$ cat src/rtl/usr_pkg.sv
// Shared definitions for the universal shift register: mode encoding and width.
package usr_pkg;

  localparam int USR_MODE_W = 3;

  typedef enum logic [USR_MODE_W-1:0] {
    USR_HOLD = 3'b000,
    USR_SHR  = 3'b001,
    USR_SHL  = 3'b010,
    USR_LOAD = 3'b011,
    USR_ROR  = 3'b100,
    USR_ROL  = 3'b101,
    USR_ASR  = 3'b110,
    USR_CLR  = 3'b111
  } usr_mode_e;

endpackage

$ cat src/rtl/usr_barrel.sv
// Combinational barrel shifter/rotator. Rotate paths exist only with USR_ROTATE_EN.
// k is assumed already clamped to 1..WIDTH-1 by the caller when the result is used.
module usr_barrel
  import usr_pkg::*;
#(
  parameter int WIDTH = 8,
  parameter int KW    = 4
) (
  input  logic [WIDTH-1:0] data,
  input  usr_mode_e        mode,
  input  logic [KW-1:0]    k,
  input  logic             il,
  input  logic             ir,
  output logic [WIDTH-1:0] result,
  output logic             out_bit
);

  localparam logic [WIDTH-1:0] ONES = '1;
`ifdef USR_ROTATE_EN
  localparam logic [KW-1:0] K_WIDTH = KW'(WIDTH);
`endif

  logic [KW-1:0]    km1;
  logic [WIDTH-1:0] rtap;
  logic [WIDTH-1:0] ltap;

  // Shift/rotate data by k; rtap/ltap expose the last bit that leaves the register.
  always_comb begin
    km1     = k - KW'(1);
    rtap    = data >> km1;
    ltap    = data << km1;
    result  = data;
    out_bit = 1'b0;
    case (mode)
      USR_SHR: begin
        result  = (data >> k) | ({WIDTH{ir}} & ~(ONES >> k));
        out_bit = rtap[0];
      end
      USR_SHL: begin
        result  = (data << k) | ({WIDTH{il}} & ~(ONES << k));
        out_bit = ltap[WIDTH-1];
      end
      USR_ASR: begin
        result  = $unsigned($signed(data) >>> k);
        out_bit = rtap[0];
      end
`ifdef USR_ROTATE_EN
      USR_ROR: begin
        result  = (data >> k) | (data << (K_WIDTH - k));
        out_bit = rtap[0];
      end
      USR_ROL: begin
        result  = (data << k) | (data >> (K_WIDTH - k));
        out_bit = ltap[WIDTH-1];
      end
`endif
      default: ;
    endcase
  end

endmodule

$ cat src/rtl/usr_shift_reg_n.sv
// Universal N-bit shift register with serial fill, load/clear, bit counting
// and a frame pulse every WIDTH shifted bits. Rotate modes need USR_ROTATE_EN.
module usr_shift_reg_n
  import usr_pkg::*;
#(
  parameter int WIDTH = 8,
  parameter int AMT_W = $clog2(WIDTH)
) (
  input  logic             clk,
  input  logic             rst,
  input  logic             en,
  input  logic [2:0]       sel,
  input  logic [AMT_W-1:0] amt,
  input  logic             il,
  input  logic             ir,
  input  logic [WIDTH-1:0] i,
  output logic [WIDTH-1:0] out_bit,
  output logic             so,
  output logic             frame_done,
  output logic [AMT_W:0]   bit_cnt
);

  localparam int KW = AMT_W + 1;
  localparam logic [KW-1:0] K_WIDTH = KW'(WIDTH);
  localparam logic [KW-1:0] K_MAX   = KW'(WIDTH - 1);

  usr_mode_e        mode;
  logic [KW-1:0]    amt_x;
  logic [KW-1:0]    k;
  logic             shifting;
  logic [WIDTH-1:0] shift_result;
  logic             shift_so;
  logic [KW:0]      sum;
  logic [KW:0]      wrap;

  logic [WIDTH-1:0] out_bit_q, out_bit_d;
  logic             so_q, so_d;
  logic             frame_done_q, frame_done_d;
  logic [KW-1:0]    bit_cnt_q, bit_cnt_d;

  // Effective distance: shifts saturate at WIDTH-1, rotates wrap modulo WIDTH.
  always_comb begin
    mode     = usr_mode_e'(sel);
    amt_x    = {1'b0, amt};
    k        = (amt_x > K_MAX) ? K_MAX : amt_x;
    shifting = 1'b0;
    case (mode)
      USR_SHR, USR_SHL, USR_ASR: shifting = 1'b1;
`ifdef USR_ROTATE_EN
      USR_ROR, USR_ROL: begin
        k        = amt_x % K_WIDTH;
        shifting = 1'b1;
      end
`endif
      default: ;
    endcase
  end

  usr_barrel #(
    .WIDTH (WIDTH),
    .KW    (KW)
  ) u_barrel (
    .data    (out_bit_q),
    .mode    (mode),
    .k       (k),
    .il      (il),
    .ir      (ir),
    .result  (shift_result),
    .out_bit (shift_so)
  );

  // Next-state decode; zero distance behaves as hold and the frame pulse self-clears.
  always_comb begin
    out_bit_d    = out_bit_q;
    so_d         = so_q;
    bit_cnt_d    = bit_cnt_q;
    frame_done_d = 1'b0;
    sum          = {1'b0, bit_cnt_q} + {1'b0, k};
    wrap         = sum - {1'b0, K_WIDTH};
    if (en) begin
      if (mode == USR_LOAD) begin
        out_bit_d = i;
        bit_cnt_d = '0;
      end else if (mode == USR_CLR) begin
        out_bit_d = '0;
        so_d      = 1'b0;
        bit_cnt_d = '0;
      end else if (shifting && (k != '0)) begin
        out_bit_d = shift_result;
        so_d      = shift_so;
        if (sum >= {1'b0, K_WIDTH}) begin
          bit_cnt_d    = wrap[KW-1:0];
          frame_done_d = 1'b1;
        end else begin
          bit_cnt_d = sum[KW-1:0];
        end
      end
    end
  end

  // State registers with asynchronous active-low reset.
  always_ff @(posedge clk or negedge rst) begin
    if (!rst) begin
      out_bit_q    <= '0;
      so_q         <= 1'b0;
      frame_done_q <= 1'b0;
      bit_cnt_q    <= '0;
    end else begin
      out_bit_q    <= out_bit_d;
      so_q         <= so_d;
      frame_done_q <= frame_done_d;
      bit_cnt_q    <= bit_cnt_d;
    end
  end

  assign out_bit    = out_bit_q;
  assign so         = so_q;
  assign frame_done = frame_done_q;
  assign bit_cnt    = bit_cnt_q;

endmodule
$ cat config.mk
export PLATFORM = sky130hd
export DESIGN_NAME = usr_shift_reg_n
export DESIGN_NICKNAME = d
export VERILOG_FILES = /design/src/rtl/usr_pkg.sv /design/src/rtl/usr_barrel.sv /design/src/rtl/usr_shift_reg_n.sv
export SDC_FILE = /design/constraint.sdc
export NUM_CORES = 1
export LEC_CHECK = 0
export BUFFER_PORTS_ARGS = -buffer_cell sky130_fd_sc_hd__buf_2
export CAP_MARGIN = 20
export CORE_MARGIN = 5
export CORE_UTILIZATION = 50
export CTS_CLUSTER_DIAMETER = 80
export DETAILED_ROUTE_END_ITERATION = 10
export GPL_ROUTABILITY_DRIVEN = 0
export GPL_TIMING_DRIVEN = 0
export PLACE_DENSITY = 0.73
export SLEW_MARGIN = 10
export SYNTH_ARGS = -nofsm -noshare
export SYNTH_HDL_FRONTEND = slang
export SYNTH_SLANG_ARGS = --single-unit
$ cat constraint.sdc
create_clock -name clk -period 3.1 [get_ports clk]
set_input_delay 0.62 -clock clk [delete_from_list [all_inputs] [get_ports clk]]
set_output_delay 0.62 -clock clk [all_outputs]
set_load 0.005 [all_outputs]
# After elaboration in Yosys (flattened, before gate mapping)
# Index checks and enable logic that the tools add are counted.
# classes
n_addsub	3
n_lt_le_gt_ge	1
n_eq_ne	5
shift	7
mux	17
n_bitwise	7
reduce_logical	10
# op_table
cell	n
$mux 8	3
$pmux 8 s3	1
$and 8x8->8	2
$mux 4	4
$not 8->8	2
$or 8x8->8	2
$mux 1	8
$shl 8x3->8	1
$shl 8x3->8 const A	1
$shl 8x4->8	1
$shr 8x3->8	1
$shr 8x3->8 const A	1
$shr 8x4->1	1
$sshr 8x3->8	1
$eq 3x2->1 const B	2
$eq 3x3->1 const B	2
$reduce_and 3->1	2
$add 4x3->5	1
$ge 5x4->1 const B	1
$reduce_bool 5->1	1
$reduce_bool 4->1	1
$sub 3x1->4 const B	1
$sub 4x4->4 const B	1
$eq 3x1->1 const B	1
other kinds (8)	8
# word_totals
regBits	14
input_bits	19

# Depth between registers and ports, before layout
# logic_depth
word_depth	8
depth_mapped	10

# Hierarchy
# A second synthesis with hierarchy kept.
# hier_totals
cells_unflattened	235
area_unflattened_um2	2021.9
# by_module_without_submodules
module	instances	cells_each	area_each_um2	seq_area_each_um2
usr_barrel	1	169	1266.2	0.0
usr_shift_reg_n	1	66	755.7	350.3

# Worst setup path before layout
# Ideal clock, no wire load.
# synth_timing
path_type	input port to flip-flop
startpoint	input amt[0]
endpoint	register so_q, in the netlist so
arrival_time_ns	2.452
required_ns	3.035
slack_ns	0.583
stages	9
cell_sequence	buf_6 -> buf_2 -> inv_1 -> ha_1 -> xor2_1 -> mux4_2 -> a2111oi_2 -> nor2_1 -> nand2_1
# synth_between
elab_chain_cells	5
elab_cells_between_ends	10
cone_classes	1 x add/sub; 2 x shift; 3 x mux; 4 x reduce/logical
# synth_lines
element	line	rtl
start, declared	usr_shift_reg_n.sv:13	input logic [AMT_W-1:0] amt,
$sub 3x1->4	usr_barrel.sv:29	km1 = k - KW'(1);
$shr 8x4->1 / $shl 8x4->8 (equally long branches)	usr_barrel.sv:30, usr_barrel.sv:31	
$pmux 1 s2	usr_barrel.sv:34	case (mode)
$mux 1	usr_shift_reg_n.sv:88	end else if (shifting && (k != '0)) begin
$mux 1	usr_shift_reg_n.sv:84	end else if (mode == USR_CLR) begin
end signal, assigned	usr_shift_reg_n.sv:105	so_q <= 1'b0;
end signal, assigned	usr_shift_reg_n.sv:110	so_q <= so_d;
end, declared	usr_shift_reg_n.sv:37	logic so_q, so_d;
# Several ways; a longest one is shown, not always the timed one. The select of a mux whose other input is x is not followed.
# A chain may end at the register's enable or synchronous reset.

# Final worst setup path
# Ends and elaborated chain as after synthesis.

==> impl_results.rst <==
.. list-table::
   :header-rows: 1

   * - Metric
     - Value
   * - Top-count cell post-synth
     - nand2_1
   * - Compound-Gate Fraction of Synth Area
     - 25.0%
   * - Maximum number of buffers from clock root to sink
     - 2
   * - Number of warning messages in the yosys log
     - 0
   * - Share of power burned in combinational logic
     - 47.4%
   * - Final critical-path required period
     - 2690 ps
   * - Static leakage
     - 0.851 nW
   * - Maximum frequency from static timing analysis
     - 371 MHz
   * - Inserted Clock Buffers
     - 3
   * - Setup CP Type
     - primary input to flip-flop
   * - Part of the total power dissipated in sequential elements
     - 35.6%
   * - Total global routing track utilization
     - 23.0%
   * - Area of the mapped netlist
     - 1680 sq um
   * - Number of antenna violations at the first check in global routing
     - 0
   * - Length of routed met3 wiring
     - 563 um
   * - Worst Path Required
     - 3320 ps
   * - Clk_skew
     - 4.67 ps
   * - Total Die Area
     - 4630 sq um
   * - Switching Power
     - 0.314 mW
   * - Share of synthesized cell area in and, or, nand and nor gates
     - 19.2%
   * - Count of cell types in the netlist
     - 49
   * - Library cell with the largest summed area after synthesis
     - dfrtp_1
   * - Setup violation total in the final timing report
     - 0
   * - Layout Nets
     - 259
   * - Filler Cells Inserted
     - 337
   * - Slew headroom
     - 53.2%
   * - Path class of the lowest-slack min-delay path
     - primary input to asynchronous set/reset pin
   * - Clock transition at the registers of the reported paths
     - 90 ps
   * - Number of global-route vias before repair
     - 1614
   * - Top-area cell type share of the netlist area
     - 20.8%
   * - Leftover overflow at the end of global routing
     - 0
   * - First-pass detailed-route iteration total
     - 5
   * - Initial standard-cell utilization of the core
     - 50.9%
   * - Fraction of the yosys area taken by sequential cells
     - 20.8%
   * - Final cycle utilization of the critical path
     - 86.9%
   * - Arrival time at the worst endpoint
     - 2910 ps
   * - Antenna diode count
     - 0
   * - Port Buffers
     - 31
   * - Worst-path fanout max
     - 10
   * - Detailed placement HPWL
     - 3810 um
   * - Maximum level of the CTS H-tree
     - 1
   * - Total length of routed wires
     - 5070 um
   * - Number of vias per cell after detailed routing
     - 6.48
   * - Mean routed wirelength per cell
     - 18.2 um
   * - CTS tree
     - yes
   * - I/O Pins
     - 33
   * - Main flop type after synthesis
     - dfrtp_1
   * - Number of DRC violations after detailed routing
     - 0
   * - Tightest Pin Transition
     - 697 ps
   * - Unrepaired setup endpoints after global routing
     - no
   * - DP Cell Count
     - 274
   * - Ratio of cells with drive above 1 in the final layout
     - 22.0%
   * - Width of the die
     - 68.0 um
   * - Count of hold buffers inserted by post-cts repair
     - 0
   * - DR top layer
     - met4
   * - Clock root buffer
     - clkbuf_4
   * - Internal
     - 0.460 mW
   * - Synth Area per Inst
     - 8.55 sq um
   * - Met1 Wirelength
     - 2140 um
   * - Minimum hold slack
     - 215 ps
   * - Violation count after the first detailed-routing iteration
     - 200
   * - Xor and xnor fraction of the mapped netlist area
     - 1.04%
   * - Clk Latency, worst-skew pair
     - 280 ps
   * - Startpoint class of the critical path
     - primary input
   * - Yosys reg bits
     - 14
   * - Number of buffers added for setup after CTS
     - 0
   * - Final hold viol count
     - 0
   * - MaxCap Viol Count
     - 0
   * - Std cell rows
     - 21
   * - Fin cells
     - 278
   * - P per Cell Area
     - 400 nW/um^2
   * - Switching Share
     - 40.6%
   * - Number of enable-type register cells in the synthesized netlist
     - 0
   * - Adder-cell share of the synthesized area
     - 5.65%
   * - Area contributors post-synth
     - dfrtp_1 (21%), mux2i_1 (8.9%), mux4_2 (5.3%), mux4_1 (4.7%), ha_1 (4.5%)
   * - Pin count of the biggest net entering global routing
     - 15
   * - Most used standard cells in the synthesized netlist
     - nand2_1 (17), mux2i_1 (15), dfrtp_1 (14), nor2_1 (14), a21oi_1 (12)
   * - Die span in y
     - 68.0 um
   * - Routed vias
     - 1802
   * - Final slew viol count
     - 0
   * - Result of the run
     - finished clean
   * - Placeable core region
     - 3310 sq um
   * - Relative area change from synthesis to final layout
     - 14.8%
   * - Async S/R FF share, synth
     - 100%
   * - Total of cells resized after clock tree synthesis
     - 0
   * - Number of instances in the synthesized netlist
     - 197
   * - TritonCTS sink count
     - 14
   * - Global-route wire length before repair
     - 8110 um
   * - Clock network power share
     - 17.0%
   * - Antenna-violating nets left
     - 0
   * - Worst ir drop on vdd
     - 405 uV
   * - Category of the worst setup path capture point
     - flip-flop
   * - Total Neg Setup Slack
     - 0 ps
   * - Nets in the synthesized netlist
     - 223
   * - Mux cell area share after synthesis
     - 21.0%
   * - Met2 routed WL
     - 2330 um
   * - Combinational family with the most area after synthesis
     - compound AO/OA/AOI/OAI gates
   * - Final core area utilization
     - 58.4%
==> layout make-up <==
cell class,count,area [sq um],area share (%)
buffer,14,88.8,4.60
clock buffer,4,36.3,1.88
inverter,9,33.8,1.75
multi-input combinational,160,1210,62.7
sequential,14,350,18.1
tap,46,57.6,2.98
timing repair buffer,31,155,8.03
==> kinds of logic (layout without fill, tap and decap cells) <==
kind of cell	after synthesis	in the layout
compound gates	61	61
flops	14	14
xor+xnor	2	2
simple gates	65	65
buf+inv	23	58
fa+ha+maj	7	7
mux	25	25
==> power by group through the flow <==
stage               registers, mW  logic, mW  clock network (mW)
floorplan                   0.259      0.245                   0
global route                0.279      0.403               0.145
detailed placement          0.275      0.358                   0
CTS                         0.271      0.361               0.135
global placement            0.276      0.356                   0
finish                      0.276      0.366               0.132
==> critical path, stage by stage <==
cell	delay, ps
buf_2	110
buf_6	130
buf_2	270
inv_1	150
ha_1	230
xor2_1	280
mux4_2	590
a2111oi_2	340
nor2_1	100
nand2_1	80
==> per-layer routing <==
layer / vias to the layer above / GRT usage [%]
li1: 819 / -
met1: 835 / 33.7
met2: 136 / 36.3
met3: 12 / 3.78
met4: 0 / 2.73
met5: - / 0
==> registers in the layout, summed over array words and instances, names as in the netlist <==
name	flops
bit_cnt	4
frame_done	1
so	1
out_bit	8
==> per-stage QoR <==
step | power (mW) | instance area (sq um) | setup WS, ps
after detailed placement | 0.633 | 1900 | 183
final | 0.774 | 1930 | 406
after floorplan | 0.504 | 1680 | 583
after CTS | 0.768 | 1930 | 450
after global placement | 0.632 | 1900 | 165
after global routing | 0.827 | 1930 | 307
==> placed cells by master (no fill, tap or decap), drive strengths merged, types with 8 or more instances in the layout <==
cell type / instances
buf: 39
nand2: 17
mux2i: 15
nor2: 14
dfrtp: 14
a21oi: 12
o21ai: 12
clkbuf: 10
inv: 8
nor2b: 8
==> path summary, 6_finish.rpt <==
check	startpoint	endpoint	slack, ps	cells after the start
max in group asynchronous	rst	bit_cnt[3]	2640	1
setup / recovery	amt[0]	so	410	10
hold / removal	rst	bit_cnt[0]	220	1
setup reg to reg	out_bit[0]	so	1170	5
min in group clk	so	so	520	2
hold reg to reg	so	so	520	2
No activity file was read; power rests on OpenSTA's default activity.
